==> config.mk <==
export PLATFORM = sky130hd
export DESIGN_NAME = car_sequencer
export DESIGN_NICKNAME = d
export VERILOG_FILES = /design/src/rtl/car_sequencer.sv
export SDC_FILE = /design/constraint.sdc
export NUM_CORES = 1
export LEC_CHECK = 0
export BUFFER_PORTS_ARGS = -buffer_cell sky130_fd_sc_hd__buf_4
export CORE_UTILIZATION = 51
export CTS_CLUSTER_SIZE = 28
export DETAILED_ROUTE_END_ITERATION = 6
export GPL_TIMING_DRIVEN = 1
export PLACE_DENSITY = 0.84
export SLEW_MARGIN = 20
export SYNTH_ARGS = -nofsm -noshare
export SYNTH_HDL_FRONTEND = slang
export SYNTH_SLANG_ARGS = --single-unit
==> constraint.sdc <==
create_clock -name clk -period 3.1 [get_ports clk]
set_input_delay 0.31 -clock clk [delete_from_list [all_inputs] [get_ports clk]]
set_output_delay 0.31 -clock clk [all_outputs]
set_load 0.01 [all_outputs]
==> src/rtl/car_sequencer.sv <==
// car_sequencer: microcode sequencer owning the control address register and IR.
// Optional single-step HALT support is compiled in when CARSEQ_SINGLE_STEP_EN is defined.
module car_sequencer #(
    parameter int          CAR_BITS  = 6,
    parameter int unsigned CAR_FETCH = 0,
    parameter int unsigned CAR_INT   = 62
) (
    input  logic                clk,
    input  logic                reset,
    input  logic [15:0]         iw,
    input  logic                iw_valid,
    output logic                iw_ready,
    output logic [15:0]         ir,
    input  logic [CAR_BITS-1:0] dec_car,
    input  logic [1:0]          uop,
    input  logic [CAR_BITS-1:0] utarget,
    input  logic                ucond,
    input  logic                stall,
    input  logic                irq,
    input  logic                gie,
`ifdef CARSEQ_SINGLE_STEP_EN
    input  logic                step_en,
    input  logic                step,
`endif
    output logic [CAR_BITS-1:0] car,
    output logic                in_irq,
    output logic                irq_ack,
    output logic                seq_err
);

    // state    | meaning
    // FETCH    | CAR parked at fetch routine, waiting for an instruction word
    // DISPATCH | one cycle for the decoder to settle on the new IR
    // EXEC     | stepping the instruction microroutine
    // IRQ      | stepping the interrupt-entry microroutine
    // HALT     | single-step pause between instructions (optional)
    typedef enum logic [2:0] {
        ST_FETCH,
        ST_DISPATCH,
        ST_EXEC,
        ST_IRQ
`ifdef CARSEQ_SINGLE_STEP_EN
        , ST_HALT
`endif
    } state_t;

    localparam logic [1:0] UOP_NEXT     = 2'd0;
    localparam logic [1:0] UOP_JUMP     = 2'd1;
    localparam logic [1:0] UOP_DISPATCH = 2'd2;
    localparam logic [1:0] UOP_END      = 2'd3;

    localparam logic [CAR_BITS-1:0] C_FETCH = CAR_BITS'(CAR_FETCH);
    localparam logic [CAR_BITS-1:0] C_INT   = CAR_BITS'(CAR_INT);

    state_t              r_state;
    logic [CAR_BITS-1:0] r_car;
    logic [15:0]         r_ir;
    logic                r_in_irq;
    logic                r_irq_ack;
    logic                r_seq_err;

    logic [CAR_BITS-1:0] w_car_inc;
    logic                w_car_max;
    logic                w_in_irq_state;
    logic                w_take_irq;

    assign w_car_inc      = r_car + CAR_BITS'(1);
    assign w_car_max      = &r_car;
    assign w_in_irq_state = (r_state == ST_IRQ);
    assign w_take_irq     = !w_in_irq_state && irq && gie;

    always_ff @(posedge clk) begin
        if (reset) begin
            r_state   <= ST_FETCH;
            r_car     <= C_FETCH;
            r_ir      <= 16'h0000;
            r_in_irq  <= 1'b0;
            r_irq_ack <= 1'b0;
            r_seq_err <= 1'b0;
        end else if (stall) begin
            r_irq_ack <= 1'b0;
        end else begin
            r_irq_ack <= 1'b0;
            case (r_state)
                ST_FETCH: begin
                    if (iw_valid) begin
                        r_ir    <= iw;
                        r_state <= ST_DISPATCH;
                    end
                end
                ST_DISPATCH: begin
                    r_car   <= dec_car;
                    r_state <= ST_EXEC;
                end
                ST_EXEC, ST_IRQ: begin
                    if (uop == UOP_END) begin
                        if (w_take_irq) begin
                            r_car     <= C_INT;
                            r_in_irq  <= 1'b1;
                            r_irq_ack <= 1'b1;
                            r_state   <= ST_IRQ;
`ifdef CARSEQ_SINGLE_STEP_EN
                        end else if (!w_in_irq_state && step_en) begin
                            r_car   <= C_FETCH;
                            r_state <= ST_HALT;
`endif
                        end else begin
                            r_car    <= C_FETCH;
                            r_in_irq <= 1'b0;
                            r_state  <= ST_FETCH;
                        end
                    end else if (uop == UOP_DISPATCH && !w_in_irq_state) begin
                        r_car <= dec_car;
                    end else begin
                        // dispatch inside the interrupt routine degrades to NEXT and flags an error
                        if (uop == UOP_DISPATCH) begin
                            r_seq_err <= 1'b1;
                        end
                        if (uop == UOP_JUMP && ucond) begin
                            r_car <= utarget;
                        end else begin
                            r_car <= w_car_inc;
                            if (w_car_max) begin
                                r_seq_err <= 1'b1;
                            end
                        end
                    end
                end
`ifdef CARSEQ_SINGLE_STEP_EN
                ST_HALT: begin
                    if (step) begin
                        r_state <= ST_FETCH;
                    end
                end
`endif
                default: begin
                    r_car   <= C_FETCH;
                    r_state <= ST_FETCH;
                end
            endcase
        end
    end

    assign iw_ready = (r_state == ST_FETCH) && !stall;
    assign ir       = r_ir;
    assign car      = r_car;
    assign in_irq   = r_in_irq;
    assign irq_ack  = r_irq_ack;
    assign seq_err  = r_seq_err;

endmodule

# == Word level (Yosys, flattened, before mapping) ==
# Index checks and enable logic that the tools add are counted.
# classes
addsub,1
n_eq_ne,8
muxes,13
bitwise_logic,5
reduce_logical,16
# op_table
cell,count
2-to-1 mux 6 bit,4
one-hot mux 6 bit (3 select lines),1
one-hot mux 3 bit (3 select lines),1
AND reduction 3 bit,3
adder 6 x 1 -> 6 bit (second input constant),1
== test 3 x 2 -> 1 bit (second input constant),2
2-to-1 mux 3 bit,2
AND reduction 6 bit,1
logical AND 1 bit,5
NOT 1 bit,5
== test 2 bit (second input constant),2
2-to-1 mux 1 bit,4
inequality test 2 bit (second input constant),2
AND reduction 4 bit,1
OR reduction 4 bit,1
== test 3 x 1 -> 1 bit (second input constant),1
logical NOT 3 bit,1
== test 2 x 1 -> 1 bit (second input constant),1
logical NOT 1 bit,2
2-to-1 mux 2 bit,1
AND reduction 2 bit,1
OR reduction 2 bit,1
# word_totals
ff_bits,28
out_inout_bits,26
elab_cells,49

# == Logic depth before layout (Yosys ltp) ==
# depth
word_depth,7
ltp_mapped,7
mapped_depth_nobuf,5

# == Least setup slack after synthesis ==
# OpenSTA, ideal clock, no wires.
# synth_timing
kind,register to register
start,register r_car[0] (netlist: car[0])
end,register r_car[4] (netlist: car[4])
t_arrival_ns,1.250
required_time_ns,3.040
setup_slack_ns,1.790
stages_incl_launch_ff,6
cell_sequence,dfxtp_1 > ha_1 > and3_1 > xnor2_1 > o221ai_1 > o2111a_1
# synth_via
elab_chain_cells,5
# synth_lines
element,line_no,source
"start, declared",56,logic [CAR_BITS-1:0] r_car;
"start signal, assigned",92,r_car <= dec_car;
"start signal, assigned",113,r_car <= dec_car;
"start signal, assigned",120,r_car <= utarget;
adder 6 x 1 -> 6 bit,67,assign w_car_inc = r_car + CAR_BITS'(1);
2-to-1 mux 6 bit,119,if (uop == UOP_JUMP && ucond) begin
2-to-1 mux 6 bit,112,end else if (uop == UOP_DISPATCH && !w_in_irq_state) begin
2-to-1 mux 6 bit,96,if (uop == UOP_END) begin
one-hot mux 6 bit (3 select lines),84,case (r_state)
# No other way between the ends.
# A chain may end at the register's enable or synchronous reset.

# == Final worst setup path ==
# layout_timing
start,register r_state[0]
end,register r_car[2] (netlist: car[2])
# layout_via
elab_chain_cells,7
word_cells_on_any_way,15
cone_classes,eq/ne (3); mux (4); bitwise (1); reduce/logical (7)
# layout_lines
element,line_no,source
"start, declared",55,state_t r_state;
"start signal, assigned",74,r_state <= ST_FETCH;
"start signal, assigned",88,r_state <= ST_DISPATCH;
"start signal, assigned",93,r_state <= ST_EXEC;
== test 3 x 2 -> 1 bit,"69, 84",
logical NOT 1 bit,"70, 112",
logical AND 1 bit (2 in series),70,assign w_take_irq = !w_in_irq_state && irq && gie;
2-to-1 mux 6 bit,97,if (w_take_irq) begin
2-to-1 mux 6 bit,96,
one-hot mux 6 bit (3 select lines),84,
# Parallel ways exist; a longest one is shown, timed or not.

==> metrics.txt <==
# TYPE chip_impl_metric gauge
chip_impl_info{name="run_status",value="completed"} 1
chip_impl_metric{name="clk_pin_slew_worst_paths",unit="ps"} 140
chip_impl_metric{name="max_freq",unit="MHz"} 584
chip_impl_metric{name="post-route-min-period",unit="ps"} 1710
chip_impl_info{name="cts.root.buffer_cell",value="sky130_fd_sc_hd__clkbuf_4"} 1
chip_impl_metric{name="die_w",unit="um"} 56.3
chip_impl_metric{name="die_height",unit="um"} 56.3
chip_impl_metric{name="place.gp.congestion",unit=""} 0.798
chip_impl_metric{name="grt_pass1_vias",unit=""} 1371
chip_impl_metric{name="net_count_after_synthesis",unit=""} 223
chip_impl_info{name="crit_start",value="r_state[0]$_SDFFE_PP0P_"} 1
chip_impl_metric{name="ioPinCount",unit=""} 63
chip_impl_metric{name="postSynthRegisterBits",unit=""} 27
chip_impl_metric{name="totalPowerFinal",unit="uW"} 740
chip_impl_info{name="worst_r2r_src",value="r_state[0]$_SDFFE_PP0P_"} 1
chip_impl_info{name="timing.critical_path.to_type",value="flop"} 1
chip_impl_metric{name="clkSinkCount",unit=""} 27
chip_impl_metric{name="grt_use_total",unit="%"} 24.8
chip_impl_metric{name="final.period_utilization",unit="%"} 55.2
chip_impl_metric{name="insertion_delay",unit="ps"} 330
chip_impl_info{name="crit_end",value="car[2]$_SDFFE_PP0P_"} 1
chip_impl_metric{name="met3WireLength",unit="um"} 185
chip_impl_info{name="startpoint_type",value="flop"} 1
chip_impl_metric{name="die_area",unit="mm^2"} 0.00317
chip_impl_info{name="rsz0062_at_grt",value="false"} 1
chip_impl_metric{name="grt_max_degree",unit=""} 25
chip_impl_metric{name="post_cts_resize_count",unit=""} 0
chip_impl_metric{name="utilization",unit="%"} 70.0
chip_impl_metric{name="grt_first_pass_wirelength",unit="um"} 6310
chip_impl_metric{name="design.final.nets",unit=""} 279
chip_impl_metric{name="clock_tree.htree_level_count",unit=""} 1
chip_impl_metric{name="drtPass1Iterations",unit=""} 4
chip_impl_metric{name="via_count",unit=""} 1485
chip_impl_metric{name="post_synth_instance_area",unit="mm^2"} 0.00150
chip_impl_metric{name="routedLengthMet1",unit="um"} 1730
chip_impl_metric{name="ctsHoldBuffers",unit=""} 0
chip_impl_metric{name="layout_area_overhead",unit="%"} 29.6
chip_impl_metric{name="detail_route.wl_per_cell",unit="um"} 13.4
chip_impl_metric{name="reg2reg_slack",unit="ps"} 1390
chip_impl_metric{name="antenna_violating_nets_post_route",unit=""} 0
chip_impl_metric{name="share_comb_of_total_power",unit="%"} 25.7
chip_impl_metric{name="initial_core_utilization",unit="%"} 54.0
chip_impl_metric{name="timing_max_transition_violations_final",unit=""} 0
chip_impl_metric{name="crit_arrival",unit="ps"} 1940
chip_impl_metric{name="number_of_maximum_capacitance_constraint_violations",unit=""} 0
chip_impl_metric{name="ys_seq_area_share",unit="%"} 36.0
chip_impl_metric{name="antenna_violations_before_repair",unit=""} 0
chip_impl_metric{name="switching_power",unit="uW"} 225
chip_impl_metric{name="tritoncts.num_buffers",unit=""} 3
chip_impl_metric{name="critPathMaxFanout",unit=""} 18
chip_impl_metric{name="worst_ir_drop_vdd",unit="mV"} 0.400
chip_impl_info{name="mostFrequentLayoutCells",value="sky130_fd_sc_hd__buf_4 (62), sky130_fd_sc_hd__nand2_1 (39), sky130_fd_sc_hd__dfxtp_1 (27), sky130_fd_sc_hd__a21oi_1 (22)"} 1
chip_impl_info{name="r2r_end",value="car[2]$_SDFFE_PP0P_"} 1
chip_impl_metric{name="internal_power",unit="uW"} 515
chip_impl_metric{name="p_seq_share",unit="%"} 53.7
chip_impl_metric{name="met2RoutedLength",unit="um"} 1700
chip_impl_metric{name="placementRows",unit=""} 19
chip_impl_metric{name="dp_hpwl",unit="um"} 2650
chip_impl_info{name="dominantRegCellSynth",value="sky130_fd_sc_hd__dfxtp_1"} 1
chip_impl_metric{name="ys_warn_count",unit=""} 0
chip_impl_metric{name="final.fill_count",unit=""} 243
chip_impl_metric{name="synth_async_sr_flop_share",unit="%"} 0
chip_impl_metric{name="rr_worst_depth",unit=""} 4
chip_impl_info{name="worst-setup-path-type",value="reg -> reg"} 1
chip_impl_metric{name="report.final.hold_viol_count",unit=""} 0
chip_impl_info{name="mostFrequentLayoutCell",value="sky130_fd_sc_hd__buf_4"} 1
chip_impl_metric{name="aggregate_routed_wire_length",unit="um"} 3630
chip_impl_metric{name="drcViolationCount",unit=""} 0
chip_impl_metric{name="power.density",unit="mW/mm^2"} 380
chip_impl_info{name="hp-class",value="in -> reg"} 1
chip_impl_metric{name="clock_tree.buffer_depth",unit=""} 2
chip_impl_metric{name="worst-endpoint-required",unit="ps"} 3330
chip_impl_info{name="topRoutingLayerUsed",value="met4"} 1
chip_impl_metric{name="antenna_cells_inserted",unit=""} 0
chip_impl_metric{name="slew_headroom",unit="%"} 60.5
chip_impl_metric{name="post_route_cells_drive_above_1_share",unit="%"} 32.5
chip_impl_metric{name="number_of_post_cts_setup_repair_buffers",unit=""} 0
chip_impl_info{name="cts_tree",value="yes"} 1
chip_impl_metric{name="worst_pin_slew",unit="ps"} 592
chip_impl_metric{name="synth_edf_count",unit=""} 0
chip_impl_metric{name="power.switching_fraction",unit="%"} 30.4
chip_impl_metric{name="quantity_of_i_o_buffers_inserted_on_ports",unit=""} 62
chip_impl_metric{name="avgSynthCellArea",unit="um^2"} 8.12
chip_impl_metric{name="final-setup-viol-count",unit=""} 0
chip_impl_metric{name="yosys.cell_types.count",unit=""} 51
chip_impl_metric{name="timing.clock.skew",unit="ps"} 1.76
chip_impl_metric{name="p_leak",unit="nW"} 0.841
chip_impl_metric{name="drtIter0Drc",unit=""} 61
chip_impl_metric{name="viasPerCell",unit=""} 5.48
chip_impl_metric{name="setup-tns-final",unit="ps"} 0
chip_impl_metric{name="gr-total-overflow",unit=""} 0
chip_impl_metric{name="fp.coreArea",unit="mm^2"} 0.00278
chip_impl_metric{name="postSynthCellCount",unit=""} 185
chip_impl_metric{name="clockPowerShare",unit="%"} 20.6
[kinds of logic (layout without fill, tap and decap cells)]
family / Yosys count / count (layout) / synth area share, %
buffers and inverters: 19 / 74 / 7.74
adder cells (fa/ha/maj): 1 / 1 / 0.833
XOR/XNOR: 3 / 3 / 1.75
multiplexers: 2 / 2 / 1.42
flip-flops: 27 / 27 / 36.0
AND/OR/NAND/NOR: 73 / 73 / 25.1
AO/OA/AOI/OAI: 60 / 60 / 27.1
[stage by stage]
stage          cells  instance area [um^2]  hold WS (ps)  setup WS, ps
4_1_cts          271                  1950           195          1410
5_1_grt          271                  1950           199          1260
2_1_floorplan    185                  1500           388          1790
3_5_place_dp     267                  1920           449          1430
3_3_place_gp     267                  1920           442          1460
6_report         271                  1950           209          1390
[sequential cells by signal, summed over array words and instances (netlist names)]
signal   flops
irq_ack      1
seq_err      1
car          6
ir          16
in_irq       1
r_state      2
[final cells by class]
class	count	area (um^2)	share of cell area, %
multi-input cells	139	846	43.4
flip-flops and latches	27	541	27.7
repair buffers	62	465	23.9
well taps	31	38.8	1.99
inverters	8	30.0	1.54
clock buffers	3	22.5	1.16
clock inverters	1	5.00	0.257
[power by group through the flow]
stage | Combinational, mW | Sequential, mW | Clock, mW
3_5_place_dp | 0.190 | 0.404 | 0
2_1_floorplan | 0.113 | 0.402 | 0
3_3_place_gp | 0.187 | 0.404 | 0
4_1_cts | 0.190 | 0.397 | 0.159
5_1_grt | 0.211 | 0.402 | 0.169
6_report | 0.190 | 0.397 | 0.153
[synth_stat cells (2+ instances only)]
cell type,instances,share of area [%]
sky130_fd_sc_hd__a21oi_1,22,7.3
sky130_fd_sc_hd__a21oi_2,5,2.9
sky130_fd_sc_hd__a2bb2oi_1,2,1.2
sky130_fd_sc_hd__and3b_1,2,1.2
sky130_fd_sc_hd__buf_2,3,1.0
sky130_fd_sc_hd__buf_4,2,1.0
sky130_fd_sc_hd__buf_6,3,2.2
sky130_fd_sc_hd__clkbuf_1,2,0.50
sky130_fd_sc_hd__dfxtp_1,27,36
sky130_fd_sc_hd__inv_1,8,2.0
sky130_fd_sc_hd__nand2_1,39,9.7
sky130_fd_sc_hd__nand2b_1,4,1.7
sky130_fd_sc_hd__nand3_1,5,1.7
sky130_fd_sc_hd__nor2_1,8,2.0
sky130_fd_sc_hd__nor2b_1,4,1.7
sky130_fd_sc_hd__o2111ai_1,2,1.2
sky130_fd_sc_hd__o21a_1,2,1.0
sky130_fd_sc_hd__o21ai_0,8,2.7
sky130_fd_sc_hd__o21ai_1,2,0.67
sky130_fd_sc_hd__o221ai_1,3,1.7
sky130_fd_sc_hd__xnor2_1,2,1.2
[worst min-delay path by stage]
stage,cells after the start,slack (ps),start,end
floorplan,1,390,reset,irq_ack$_SDFF_PP0_
global placement,2,440,ir[0]$_SDFFE_PP0P_,ir[0]$_SDFFE_PP0P_
detailed placement,2,450,ir[0]$_SDFFE_PP0P_,ir[0]$_SDFFE_PP0P_
CTS,3,190,iw[11],ir[11]$_SDFFE_PP0P_
global route,3,200,iw[13],ir[13]$_SDFFE_PP0P_
finish,3,210,iw[10],ir[10]$_SDFFE_PP0P_
[routing by layer]
metal	global-route usage, %	up-vias
met3	5.30	3
met2	37.2	41
li1	-	766
met5	0	-
met1	36.8	675
met4	4.88	0
[critical path, cell delays in order, from the launching register on]
cell	delay, ps
sky130_fd_sc_hd__dfxtp_1	730
sky130_fd_sc_hd__nand2_1	310
sky130_fd_sc_hd__a211o_1	360
sky130_fd_sc_hd__o2111ai_1	120
sky130_fd_sc_hd__a211oi_2	100
Note: power is estimated with default switching activity, not from simulation.
